**src/rtl/prg_flash_cmd_seq_if.sv**
```systemverilog
// rtl/prg_flash_cmd_seq_if.sv - command handshake and flash bus bundle for prg_flash_cmd_seq
interface prg_flash_cmd_seq_if;
  logic        cmd_valid;
  logic        cmd_ready;
  logic [1:0]  cmd_op;
  logic [26:0] cmd_addr;
  logic [7:0]  cmd_data;
  logic [26:0] fl_addr;
  logic [7:0]  fl_dout;
  logic [7:0]  fl_din;
  logic        fl_dout_en;
  logic        fl_ce_n;
  logic        fl_oe_n;
  logic        fl_we_n;
  logic        busy;
  logic        done;
  logic        error;

  modport master (
    output cmd_valid, cmd_op, cmd_addr, cmd_data, fl_din,
    input  cmd_ready, fl_addr, fl_dout, fl_dout_en, fl_ce_n, fl_oe_n, fl_we_n,
           busy, done, error
  );

  modport slave (
    input  cmd_valid, cmd_op, cmd_addr, cmd_data, fl_din,
    output cmd_ready, fl_addr, fl_dout, fl_dout_en, fl_ce_n, fl_oe_n, fl_we_n,
           busy, done, error
  );
endinterface

```
**src/rtl/prg_flash_cmd_seq.sv**
```systemverilog
// rtl/prg_flash_cmd_seq.sv - AMD-style parallel flash command sequencer with DQ6 toggle polling
module prg_flash_cmd_seq #(
  parameter int unsigned TIMEOUT_W     = 24,
  parameter logic [26:0] AMD_UNLOCK_A1 = 27'h0000AAA
) (
  input logic                m2,
  input logic                rst_n,
  prg_flash_cmd_seq_if.slave bus
);
  localparam logic [26:0] AMD_UNLOCK_A2 = AMD_UNLOCK_A1 >> 1;

  typedef enum logic [2:0] {
    IDLE, WR_SETUP, WR_STROBE, RD_SETUP, RD_SAMPLE, RECOVER_SETUP, RECOVER_STROBE, FINISH
  } state_t;

  state_t               state, state_nx;
  logic [1:0]           op_q;
  logic [26:0]          addr_q;
  logic [7:0]           data_q;
  logic [2:0]           idx_q;
  logic [TIMEOUT_W-1:0] tmo_q;
  logic                 error_q, dq6_q, first_q, retry_q;

  logic [26:0] wr_addr;
  logic [7:0]  wr_data;
  logic [2:0]  last_idx;
  logic        accept, tmo_hit, toggled, rd_abort;

  assign accept   = (state == IDLE) && bus.cmd_valid;
  assign tmo_hit  = &tmo_q;
  assign toggled  = bus.fl_din[6] != dq6_q;
  assign rd_abort = (state == RD_SETUP || state == RD_SAMPLE) && (state_nx == RECOVER_SETUP);

  // Address/data pair for the current write index of the latched op
  always_comb begin
    wr_addr  = AMD_UNLOCK_A1;
    wr_data  = 8'hAA;
    last_idx = 3'd5;
    case (op_q)
      2'b00:   last_idx = 3'd3;
      2'b11:   last_idx = 3'd0;
      default: last_idx = 3'd5;
    endcase
    if (op_q == 2'b11) begin
      wr_addr = addr_q;
      wr_data = 8'hF0;
    end else begin
      case (idx_q)
        3'd0: begin wr_addr = AMD_UNLOCK_A1; wr_data = 8'hAA; end
        3'd1: begin wr_addr = AMD_UNLOCK_A2; wr_data = 8'h55; end
        3'd2: begin wr_addr = AMD_UNLOCK_A1; wr_data = (op_q == 2'b00) ? 8'hA0 : 8'h80; end
        3'd3: begin
          wr_addr = (op_q == 2'b00) ? addr_q : AMD_UNLOCK_A1;
          wr_data = (op_q == 2'b00) ? data_q : 8'hAA;
        end
        3'd4: begin wr_addr = AMD_UNLOCK_A2; wr_data = 8'h55; end
        default: begin
          wr_addr = (op_q == 2'b01) ? addr_q : AMD_UNLOCK_A1;
          wr_data = (op_q == 2'b01) ? 8'h30 : 8'h10;
        end
      endcase
    end
  end

  // Next state: write bus cycles, then toggle polling, timeout taking priority
  always_comb begin
    state_nx = state;
    case (state)
      IDLE:      if (bus.cmd_valid) state_nx = WR_SETUP;
      WR_SETUP:  state_nx = WR_STROBE;
      WR_STROBE: begin
        if (idx_q != last_idx)  state_nx = WR_SETUP;
        else if (op_q == 2'b11) state_nx = FINISH;
        else                    state_nx = RD_SETUP;
      end
      RD_SETUP:  state_nx = tmo_hit ? RECOVER_SETUP : RD_SAMPLE;
      RD_SAMPLE: begin
        if (tmo_hit)      state_nx = RECOVER_SETUP;
        else if (first_q) state_nx = RD_SETUP;
        else if (!toggled) state_nx = FINISH;
        else if (retry_q) state_nx = RECOVER_SETUP;
        else              state_nx = RD_SETUP;
      end
      RECOVER_SETUP:  state_nx = RECOVER_STROBE;
      RECOVER_STROBE: state_nx = FINISH;
      FINISH:         state_nx = IDLE;
      default:        state_nx = IDLE;
    endcase
  end

  // State register
  always_ff @(posedge m2 or negedge rst_n) begin
    if (!rst_n) state <= IDLE;
    else        state <= state_nx;
  end

  // Command latch, write index, poll bookkeeping and sticky error
  always_ff @(posedge m2 or negedge rst_n) begin
    if (!rst_n) begin
      op_q    <= 2'b00;
      addr_q  <= '0;
      data_q  <= '0;
      idx_q   <= '0;
      tmo_q   <= '0;
      error_q <= 1'b0;
      dq6_q   <= 1'b0;
      first_q <= 1'b1;
      retry_q <= 1'b0;
    end else begin
      if (accept) begin
        op_q    <= bus.cmd_op;
        addr_q  <= bus.cmd_addr;
        data_q  <= bus.cmd_data;
        idx_q   <= '0;
        tmo_q   <= '0;
        error_q <= 1'b0;
        first_q <= 1'b1;
        retry_q <= 1'b0;
      end
      if (state == WR_STROBE) idx_q <= idx_q + 3'd1;
      if (state == RD_SETUP || state == RD_SAMPLE) tmo_q <= tmo_q + 1'b1;
      if (state == RD_SAMPLE) begin
        dq6_q   <= bus.fl_din[6];
        first_q <= 1'b0;
        // DQ5 on a toggling read grants exactly one more read before giving up
        if (!first_q && toggled && bus.fl_din[5]) retry_q <= 1'b1;
      end
      if (rd_abort) error_q <= 1'b1;
    end
  end

  // Flash strobes and bus drive decoded from state
  always_comb begin
    bus.fl_ce_n    = 1'b1;
    bus.fl_oe_n    = 1'b1;
    bus.fl_we_n    = 1'b1;
    bus.fl_dout_en = 1'b0;
    bus.fl_addr    = '0;
    bus.fl_dout    = '0;
    case (state)
      WR_SETUP, WR_STROBE: begin
        bus.fl_ce_n    = 1'b0;
        bus.fl_we_n    = (state != WR_STROBE);
        bus.fl_dout_en = 1'b1;
        bus.fl_addr    = wr_addr;
        bus.fl_dout    = wr_data;
      end
      RD_SETUP, RD_SAMPLE: begin
        bus.fl_ce_n = 1'b0;
        bus.fl_oe_n = 1'b0;
        bus.fl_addr = addr_q;
      end
      RECOVER_SETUP, RECOVER_STROBE: begin
        bus.fl_ce_n    = 1'b0;
        bus.fl_we_n    = (state != RECOVER_STROBE);
        bus.fl_dout_en = 1'b1;
        bus.fl_addr    = addr_q;
        bus.fl_dout    = 8'hF0;
      end
      default: ;
    endcase
  end

  assign bus.cmd_ready = (state == IDLE);
  assign bus.busy      = (state != IDLE);
  assign bus.done      = (state == FINISH);
  assign bus.error     = error_q;
endmodule
```
**src/flat_wrapper.sv**
```systemverilog
// flat-port wrapper written by rule: the top's interface ports become plain ports
module prg_flash_cmd_seq_flat 
#(
  parameter int unsigned TIMEOUT_W     = 24,
  parameter logic [26:0] AMD_UNLOCK_A1 = 27'h0000AAA
)
  (m2, rst_n, bus_cmd_valid, bus_cmd_op, bus_cmd_addr, bus_cmd_data, bus_fl_din, bus_cmd_ready, bus_fl_addr, bus_fl_dout, bus_fl_dout_en, bus_fl_ce_n, bus_fl_oe_n, bus_fl_we_n, bus_busy, bus_done, bus_error);
  prg_flash_cmd_seq_if bus_i ();
  input logic m2;
  input logic rst_n;
  input wire logic [$bits(bus_i.cmd_valid)-1:0] bus_cmd_valid;
  input wire logic [$bits(bus_i.cmd_op)-1:0] bus_cmd_op;
  input wire logic [$bits(bus_i.cmd_addr)-1:0] bus_cmd_addr;
  input wire logic [$bits(bus_i.cmd_data)-1:0] bus_cmd_data;
  input wire logic [$bits(bus_i.fl_din)-1:0] bus_fl_din;
  output wire logic [$bits(bus_i.cmd_ready)-1:0] bus_cmd_ready;
  output wire logic [$bits(bus_i.fl_addr)-1:0] bus_fl_addr;
  output wire logic [$bits(bus_i.fl_dout)-1:0] bus_fl_dout;
  output wire logic [$bits(bus_i.fl_dout_en)-1:0] bus_fl_dout_en;
  output wire logic [$bits(bus_i.fl_ce_n)-1:0] bus_fl_ce_n;
  output wire logic [$bits(bus_i.fl_oe_n)-1:0] bus_fl_oe_n;
  output wire logic [$bits(bus_i.fl_we_n)-1:0] bus_fl_we_n;
  output wire logic [$bits(bus_i.busy)-1:0] bus_busy;
  output wire logic [$bits(bus_i.done)-1:0] bus_done;
  output wire logic [$bits(bus_i.error)-1:0] bus_error;
  assign bus_i.cmd_valid = bus_cmd_valid;
  assign bus_i.cmd_op = bus_cmd_op;
  assign bus_i.cmd_addr = bus_cmd_addr;
  assign bus_i.cmd_data = bus_cmd_data;
  assign bus_i.fl_din = bus_fl_din;
  assign bus_cmd_ready = bus_i.cmd_ready;
  assign bus_fl_addr = bus_i.fl_addr;
  assign bus_fl_dout = bus_i.fl_dout;
  assign bus_fl_dout_en = bus_i.fl_dout_en;
  assign bus_fl_ce_n = bus_i.fl_ce_n;
  assign bus_fl_oe_n = bus_i.fl_oe_n;
  assign bus_fl_we_n = bus_i.fl_we_n;
  assign bus_busy = bus_i.busy;
  assign bus_done = bus_i.done;
  assign bus_error = bus_i.error;
  prg_flash_cmd_seq #(.TIMEOUT_W(TIMEOUT_W), .AMD_UNLOCK_A1(AMD_UNLOCK_A1)) u_core (.m2(m2), .rst_n(rst_n), .bus(bus_i));
endmodule
```
**config.mk**
```make
export PLATFORM = sky130hd
export DESIGN_NAME = prg_flash_cmd_seq_flat
export DESIGN_NICKNAME = d
export VERILOG_FILES = /design/src/rtl/prg_flash_cmd_seq_if.sv /design/src/rtl/prg_flash_cmd_seq.sv /design/src/flat_wrapper.sv
export SDC_FILE = /design/constraint.sdc
export NUM_CORES = 1
export LEC_CHECK = 0
export ABC_CLOCK_PERIOD_IN_PS = 3700
export CAP_MARGIN = 5
export CORE_MARGIN = 2
export CORE_UTILIZATION = 50
export DETAILED_ROUTE_END_ITERATION = 6
export PLACE_DENSITY = 0.78
export RECOVER_POWER = 50
export SYNTH_ARGS = -nofsm -noshare
export SYNTH_HDL_FRONTEND = slang
export SYNTH_SLANG_ARGS = --single-unit
```
**constraint.sdc**
```tcl
create_clock -name m2 -period 3.7 [get_ports m2]
set_input_delay 0.74 -clock m2 [delete_from_list [all_inputs] [get_ports m2]]
set_output_delay 0.74 -clock m2 [all_outputs]
set_load 0.01 [all_outputs]
```
# [Yosys cells after proc, flatten, opt, wreduce, memory -nomap -nowiden]
# Index checks and enable logic that the tools add are counted.
[word_totals] input_bits=48 output_inout_bits=43 word_cells=89 ff_bits=71
[op_classes] n_addsub=2 muxes=36 eq_ne=18 reduce_logical=23
[op_table] operator="$mux W27" n=3
[op_table] operator="$pmux W27 S3" n=1
[op_table] operator="$pmux W27 S2" n=1
[op_table] operator="$mux W24" n=2
[op_table] operator="$pmux W8 S4" n=1
[op_table] operator="$mux W3" n=9
[op_table] operator="$add A24 B1 Y24 const B" n=1
[op_table] operator="$pmux W3 S8" n=1
[op_table] operator="$reduce_and A24 Y1" n=1
[op_table] operator="$eq A3 B3 Y1 const B" n=6
[op_table] operator="$mux W8" n=2
[op_table] operator="$pmux W8 S2" n=1
[op_table] operator="$eq A3 B2 Y1 const B" n=4
[op_table] operator="$mux W6" n=2
[op_table] operator="$mux W1" n=11
[op_table] operator="$reduce_or A2 Y1" n=5
[op_table] operator="$reduce_bool A2 Y1" n=4
[op_table] operator="$reduce_or A4 Y1" n=2
[op_table] operator="$eq A3 B1 Y1 const B" n=2
[op_table] operator="$logic_not A3 Y1" n=2
[op_table] operator="$pmux W3 S2" n=1
[op_table] operator="$reduce_or A6 Y1" n=1
[op_table] operator="$logic_and A1 B1 Y1" n=4
[op_table] operator="$add A3 B1 Y3 const B" n=1
[op_table] operator="other kinds (11)" n=11

# [Logic depth before layout (Yosys ltp)]
# Gate-level depths: netlist of the first run.
[logic_depth] word_depth=8 ltp_mapped=10 mapped_depth_nobuf=7

# [Worst setup path before layout of the first run]
# OpenSTA, ideal clock, no wires.
[synth_path] path_kind="flip-flop to output port" from="reg u_core.idx_q[0]" to="out bus_fl_addr[3]" setup_slack_ps=1174 stages_incl_launch_ff=9 path_buffers=1 arrival_time_ps=1786 path_cell_list="dfrtp_1 > ha_1 > ha_1 > clkbuf_1 > nor2_1 > a21boi_2 > nor3b_1 > o21ai_0 > o21a_1"
[synth_via] elab_chain_len=5 elab_cells_between_ends=10 classes_between="eq/ne (4); mux (3); reduce/logical (3)"
[synth_lines] item="from (decl)" line="prg_flash_cmd_seq.sv:20" rtl="logic [2:0] idx_q;"
[synth_lines] item="from (signal assigned)" line="prg_flash_cmd_seq.sv:120" rtl="if (state == WR_STROBE) idx_q <= idx_q + 3'd1;"
[synth_lines] item="$eq A3 B1 Y1 (tied with other cells)" line="prg_flash_cmd_seq.sv:48" rtl="case (idx_q)"
[synth_lines] item="$reduce_or A2 Y1 (no source line)"
[synth_lines] item="$pmux W27 S3 (*)" line="prg_flash_cmd_seq.sv:48"
[synth_lines] item="$mux W27 (*)" line="prg_flash_cmd_seq.sv:44" rtl="if (op_q == 2'b11) begin"
[synth_lines] item="$pmux W27 S2 (*)" line="prg_flash_cmd_seq.sv:140" rtl="case (state)"
[synth_lines] item="to (decl)" line="flat_wrapper.sv:17" rtl="output wire logic [$bits(bus_i.fl_addr)-1:0] bus_fl_addr;"
# Every way passes the cells marked *; elsewhere a longest branch is shown, timed or not.

# [Worst setup path after layout of the first run]
[layout_path] from="reg u_core.idx_q[0]" to="out bus_fl_addr[23]"
# Same word-level chain as after synthesis.

==> impl_metrics.py, run 1 <==
metrics = {
    "status": {
        "status": "finished with violations",
        "violations": "max-capacitance violations, max-slew violations",
    },
    "critical_path": {
        "cp-start-kind": "flop",
        "r2r_start": "u_core.state[2]",
        "critPathKind": "flop to primary output",
        "critical_path_arrival_ns": 2.76,
        "cp_data_required_time_ns": 2.96,
        "cp-end-kind": "primary output",
        "crit_fanout": 21,
        "critPathLaunch": "u_core.idx_q[0]",
    },
    "grt": {
        "antenna_found_initial": 0,
        "grt_pass1_wl_um": 14200,
        "first_global_vias": 2992,
        "grt_max_degree": 38,
        "track_usage": 0.213,
        "grt_overflow": 0,
    },
    "clock_tree": {
        "cts_hold_buf": 0,
        "htree_levels": 3,
        "cts_root_buffer": "clkbuf_8",
        "max-clock-path-buffers": 2,
        "cts_tree": "yes",
        "post-cts-setup-buffers": 0,
        "cts_buffers": 9,
        "clkSlewWorstSetupHoldPaths_ns": 0.07,
        "cts_sinks": 71,
        "clk_latency_ns": 0.36,
    },
    "cells_and_area": {
        "n_antenna_cell": 0,
        "fillerInstances": 550,
        "nets": 513,
        "layout-drive-gt1-share": 0.0675,
        "synthToLayoutAreaGrowth_pct": 29.7,
        "final_cells": 558,
    },
    "yosys": {
        "yosys_warnings": 0,
        "synth_cell_types": 50,
        "ys_ff_latch": 71,
        "synth_edf_count": 0,
        "syn_area_um2": 3810,
        "synthArstFlopShare": 1.00,
        "yosysSeqAreaShare": 0.466,
        "synth.avg_cell_area_um2": 10.2,
        "yosys_most_used_dff": "dfrtp_1",
        "synthCells": 374,
        "syn-num-nets": 433,
    },
    "sta": {
        "period_minus_slack_ns": 3.50,
        "hold_violations": 0,
        "slew_headroom": -0.177,
        "period_share": 0.947,
        "finalSetupViolations": 0,
        "fin_ws_ns": 0.197,
        "clock_skew_ns": 0.0138,
        "rsz0062_at_grt": "no",
        "hold_ws_ns": 0.478,
        "setup_tns_ns": 0,
        "max_freq_ghz": 0.286,
        "tightest_slew_ns": 1.77,
        "drv_slew": 34,
    },
    "placement": {
        "routabilityCongestion": 0.838,
        "port_buffers": 84,
        "dp_cells": 542,
        "dp_slack_ns": 0.430,
        "hpwl_um": 5950,
    },
    "power_and_ir_drop": {
        "p_comb_frac": 0.558,
        "pwr-share-clk": 0.166,
        "powerDensity_nw_per_um2": 938,
        "sequentialPowerShare": 0.276,
        "peakVddDrop_uv": 480,
        "power_w": 0.00464,
        "switching_share": 0.385,
        "internal-power_w": 0.00285,
        "p_sw_w": 0.00179,
        "power_leakage_nw": 2.14,
    },
    "detailed_routing": {
        "drc": 0,
        "routedWlPerCell_um": 15.2,
        "detail-route-antenna-nets": 0,
        "drt-vias-per-instance": 5.50,
        "routed_wl_um": 8480,
        "firstDrtPassIters": 4,
        "drt_iter0_drc": 118,
        "via_count": 3067,
    },
    "min_path": {
        "hold_start": "u_core.tmo_q[22]",
        "hp-class": "flop to flop",
    },
    "floorplanning": {
        "rows": 31,
        "initial_utilization": 0.520,
        "core_area_um2": 7330,
        "ios": 91,
        "die_h_um": 91.3,
        "dieArea_um2": 8340,
        "die_width_um": 91.3,
    },
    "flow_run": {
        "drv_cap": 1,
    },
}
==> placed cells by master, fill, tap and decap left out, drive strengths merged, types with 5 or more instances in the layout <==
| master | count |
|---|---|
| a21oi | 20 |
| and2 | 20 |
| nand2b | 5 |
| nand2 | 39 |
| o31ai | 10 |
| and4 | 5 |
| nand3 | 17 |
| inv | 11 |
| ha | 11 |
| dfrtp | 70 |
| clkdlybuf4s50 | 82 |
| o211ai | 6 |
| mux2 | 38 |
| o21ai | 27 |
| and3 | 5 |
| clkbuf | 13 |
| nand4 | 5 |
| nor2 | 19 |
==> flip-flops by register name, summed over array words and instances, names as in the netlist <==
signal / count
u_core.addr_q: 27
u_core.tmo_q: 24
u_core.data_q: 8
u_core.idx_q: 3
u_core.state: 3
u_core.op_q: 2
u_core.bus.error: 1
u_core.dq6_q: 1
u_core.first_q: 1
u_core.retry_q: 1
==> kinds of logic (layout without fill, tap and decap cells) <==
group | after synthesis | count (layout) | share of synthesized area
compound gates | 87 | 87 | 0.142
xor+xnor | 8 | 8 | 0.0184
fa+ha+maj | 11 | 11 | 0.0361
buf+inv | 29 | 114 | 0.0348
flops | 71 | 71 | 0.466
mux | 42 | 42 | 0.123
simple gates | 126 | 126 | 0.179
==> what timing repair did <==
item | CTS | global route
gates resized for setup | 0 | 2
endpoints found under the setup margin | 0 | 27
endpoints found under the hold margin | 0 | 0
==> cells in the mapped netlist, types with 2 or more instances <==
cell / n / share of area
a211oi_1: 2 / 0.0039
a21o_1: 3 / 0.0059
a21oi_1: 19 / 0.025
a22o_1: 2 / 0.0046
a31oi_1: 4 / 0.0066
a32o_1: 2 / 0.0053
and2_1: 20 / 0.033
and3_1: 5 / 0.0082
and4_1: 5 / 0.011
buf_2: 7 / 0.0092
buf_4: 4 / 0.0079
clkbuf_1: 9 / 0.0089
dfrtp_1: 70 / 0.46
ha_1: 11 / 0.036
inv_1: 8 / 0.0079
mux2_1: 34 / 0.10
mux2_2: 4 / 0.012
mux2i_1: 4 / 0.011
nand2_1: 38 / 0.037
nand2b_1: 5 / 0.0082
nand3_1: 16 / 0.021
nand4_1: 5 / 0.0082
nor2_1: 19 / 0.019
nor3b_2: 2 / 0.0066
o211ai_1: 6 / 0.012
o21a_1: 3 / 0.0059
o21ai_0: 26 / 0.034
o21bai_1: 2 / 0.0039
o22ai_1: 3 / 0.0049
o31ai_1: 10 / 0.020
xnor2_1: 4 / 0.0092
xor2_1: 4 / 0.0092
==> final cells by class <==
class,instances,area (um2),area share
Inverter,9,33.8,0.00683
Sequential cell,71,1780,0.360
Multi-Input combinational cell,274,1890,0.382
Tap cell,99,124,0.0251
Clock inverter,6,116,0.0235
Timing Repair Buffer,89,877,0.177
Clock buffer,10,128,0.0258
==> power by group through the flow <==
stage	sequential [W]	clock [W]	combinational (W)
2_1_floorplan	0.00121	0	0.00151
3_3_place_gp	0.00128	0	0.00254
3_5_place_dp	0.00130	0	0.00258
4_1_cts	0.00128	0.000784	0.00260
5_1_grt	0.00132	0.000820	0.00279
6_report	0.00128	0.000772	0.00259
==> stage by stage <==
stage | util | cell area (um2)
after global placement | 0.644 | 4720
after CTS | 0.678 | 4970
after detailed placement | 0.644 | 4720
final | 0.675 | 4940
after floorplan | - | 3810
after global routing | 0.675 | 4940
==> path summary, 6_finish.rpt <==
path | to | slack, ns | cells after the start
max in group asynchronous | u_core.idx_q[2] | 1.09 | 2
setup reg to reg | u_core.tmo_q[20] | 1.34 | 6
hold reg to reg | u_core.tmo_q[22] | 0.48 | 1
setup / recovery | bus_fl_addr[23] | 0.20 | 8
min in group asynchronous | u_core.addr_q[18] | 0.85 | 1
hold / removal | u_core.tmo_q[22] | 0.48 | 1
==> metal layers <==
layer	vias to the layer above	global-route usage	routed length, um
met5	-	0	0
met3	19	0.0398	265
li1	1493	-	-
met2	62	0.365	4370
met1	1493	0.261	3620
met4	0	0.0934	219
==> worst max-delay path, stage by stage, from the launching register on <==
cell and delay, ns:
dfrtp_1 0.45, ha_1 0.24, ha_2 0.28, nor2_1 0.23
a31oi_1 0.11, o21ai_1 0.16, buf_4 0.25, and2_1 0.17
clkdlybuf4s50_1 0.53
Power figures use the tool's default switching activity.
==> run 2, diff against run 1 <==
==> constraint.sdc (replaced) <==
create_clock -name m2 -period 3.7 [get_ports m2]
set_input_delay 0.925 -clock m2 [delete_from_list [all_inputs] [get_ports m2]]
set_output_delay 0.925 -clock m2 [all_outputs]
set_load 0.01 [all_outputs]
==> run 2 against run 1 <==
The run still ends with max-capacitance violations, max-slew violations left. Worst hold slack improved by 0.0031 ns. Register-to-register slack got worse by 0.02 ns. Final cell count rose by 0.18%. First-iteration DRC count rose by 80%. Die area unchanged. Clock skew is 0.0018 ns lower. Fmax down 3.7%. Sequential power is essentially flat. Setup slack got worse by 0.13 ns. Sequential share of layout area increased by 0.078 points. Flip-flop and latch count did not move. Combinational power increased by 3%. Critical endpoint is now bus_fl_addr[20].
==> impl_metrics.py, run 2 (synthesis results as in run 1) <==
metrics = {
    "cells_and_area": {
        "largest_reg_flops": 27,
        "nets": 514,
        "fillerInstances": 565,
        "regMostFlops": "u_core.addr_q",
        "fin_area_um2": 4940,
        "final_cell_mix": "81 x clkdlybuf4s50_1, 68 x dfrtp_1, 38 x nand2_1",
        "post-route-util": 0.674,
        "mostFrequentLayoutCell": "clkdlybuf4s50_1",
        "synthToLayoutAreaGrowth_pct": 29.6,
        "top_regs": "u_core.addr_q: 27 flops, u_core.tmo_q: 24 flops, u_core.data_q: 8 flops",
        "layout-drive-gt1-share": 0.0913,
        "n_antenna_cell": 0,
    },
    "floorplanning": {
        "ios": 91,
        "die_h_um": 91.3,
        "die_width_um": 91.3,
        "dieArea_um2": 8340,
        "initial_utilization": 0.520,
        "core_area_um2": 7330,
        "rows": 31,
    },
    "detailed_routing": {
        "detail-route-antenna-nets": 0,
        "firstDrtPassIters": 4,
        "routedWlPerCell_um": 15.3,
        "routed_wl_um": 8540,
        "drt-vias-per-instance": 5.46,
        "drc": 0,
        "via_count": 3051,
        "drt_iter0_drc": 212,
    },
    "sta": {
        "slew_headroom": -0.214,
        "drv_slew": 34,
        "clock_skew_ns": 0.0120,
        "period_share": 0.983,
        "hold_violations": 0,
        "period_minus_slack_ns": 3.64,
        "finalSetupViolations": 0,
        "hold_ws_ns": 0.481,
        "tightest_slew_ns": 1.82,
        "max_freq_ghz": 0.275,
    },
    "grt": {
        "grt_max_degree": 55,
        "first_global_vias": 3082,
        "antenna_found_initial": 0,
        "grt_pass1_wl_um": 14700,
        "grt_overflow": 0,
        "track_usage": 0.219,
    },
    "clock_tree": {
        "post-cts-setup-buffers": 0,
        "max-clock-path-buffers": 2,
        "cts_root_buffer": "clkbuf_8",
        "cts_buffers": 9,
        "clk_latency_ns": 0.34,
        "cts_hold_buf": 0,
        "cts_sinks": 71,
        "htree_levels": 3,
        "clkSlewWorstSetupHoldPaths_ns": 0.08,
        "cts_tree": "yes",
    },
    "critical_path": {
        "reg2reg_to": "u_core.addr_q[23]",
        "cp.buffers_inverters": 3,
        "cpLargestDelayFamily": "buffers and inverters",
        "worstPathCellList": "ha_1 > ha_2 > buf_4 > a21o_1 > a31oi_1 > o21ai_1 > buf_6 > and2_1 > clkdlybuf4s50_1",
        "ff2ff_path_depth": 4,
        "critPathKind": "flop to primary output",
        "critPathLaunch": "u_core.idx_q[0]",
        "cp_data_required_time_ns": 2.77,
        "crit_fanout": 21,
        "cp-start-kind": "flop",
        "critical_path_arrival_ns": 2.71,
        "cp-end-kind": "primary output",
        "cp_slowest_cell": "clkdlybuf4s50_1",
        "r2r_setup_slack_ns": 1.32,
        "r2r_start": "u_core.state[2]",
        "cp_slowest_stage_delay_ns": 0.48,
    },
    "min_path": {
        "hold_path_depth": 1,
        "min_to": "u_core.tmo_q[22]",
        "hold_start": "u_core.tmo_q[22]",
        "hp-class": "flop to flop",
    },
    "placement": {
        "hpwl_um": 5900,
        "port_buffers": 84,
        "routabilityCongestion": 0.822,
        "placed_area_um2": 4740,
    },
    "power_and_ir_drop": {
        "p_comb_frac": 0.582,
        "sequentialPowerShare": 0.277,
        "pwr-share-clk": 0.142,
        "powerDensity_nw_per_um2": 925,
        "internal-power_w": 0.00278,
        "switching_share": 0.392,
        "peakVddDrop_uv": 463,
        "p_sw_w": 0.00179,
        "power_leakage_nw": 2.15,
    },
    "flow_run": {
        "drv_cap": 1,
    },
    "status": {
        "status": "finished with violations",
        "violations": "max-capacitance violations, max-slew violations",
    },
}
run 2: power groups by stage:
stage / clock (W) / sequential (W) / combinational, W
2_1_floorplan: 0 / 0.00121 / 0.00151
5_1_grt: 0.000699 / 0.00131 / 0.00289
6_report: 0.000647 / 0.00126 / 0.00266
4_1_cts: 0.000662 / 0.00126 / 0.00264
3_3_place_gp: 0 / 0.00126 / 0.00257
3_5_place_dp: 0 / 0.00127 / 0.00262
run 2: layout make-up:
class	count	area [um2]	share of cell area
Sequential cell	71	1780	0.360
Tap cell	99	124	0.0251
Multi-Input combinational cell	274	1910	0.387
Timing Repair Buffer	90	881	0.178
Inverter	9	33.8	0.00684
Clock inverter	5	56.3	0.0114
Clock buffer	11	151	0.0306
run 2: layer usage:
| layer | track usage | share of wire | vias to the layer above |
|---|---|---|---|
| li1 | - | - | 1489 |
| met1 | 0.279 | 0.43 | 1492 |
| met2 | 0.370 | 0.52 | 56 |
| met3 | 0.0373 | 0.026 | 14 |
| met4 | 0.0909 | 0.023 | 0 |
| met5 | 0 | 0 | - |
run 2: worst reg2reg max path: cells and delay by family, from the launching register on:
family / cells / cell delay, ns
buffers and inverters: 1 / 0.72
DFF: 1 / 0.56
and+or+nand+nor: 2 / 0.35
muxes: 1 / 0.63
run 2: worst max-delay path by stage:
stage / to / slack, ns / cells past startpoint
after floorplan: bus_fl_addr[3] / 0.99 / 8
after global placement: bus_fl_addr[13] / 0.37 / 9
after detailed placement: bus_fl_addr[3] / 0.31 / 8
after CTS: bus_fl_addr[24] / 0.03 / 9
after global routing: bus_fl_addr[6] / -0.01 / 10
final: bus_fl_addr[20] / 0.06 / 9
run 2: repair_timing:
| item | CTS | global route |
|---|---|---|
| gates cloned | 0 | 0 |
| resized for setup | 2 | 8 |
| setup endpoints to repair | 23 | 24 |
run 2: stage by stage:
| step | cells | total power, W | TNS (ns) | setup WS, ns |
|---|---|---|---|---|
| 6_report | 559 | 0.00457 | 0 | 0.0643 |
| 5_1_grt | 559 | 0.00490 | -0.0472 | -0.0133 |
| 4_1_cts | 559 | 0.00457 | 0 | 0.0287 |
| 3_5_place_dp | 543 | 0.00389 | 0 | 0.312 |
| 3_3_place_gp | 543 | 0.00383 | 0 | 0.370 |
| 2_1_floorplan | 374 | 0.00272 | 0 | 0.989 |
==> run 3, diff against run 2 <==
Settings changed: SLEW_MARGIN from default to 20.
==> results of run 3 <==
Final layout, timing and power as in run 2 (identical DEF).
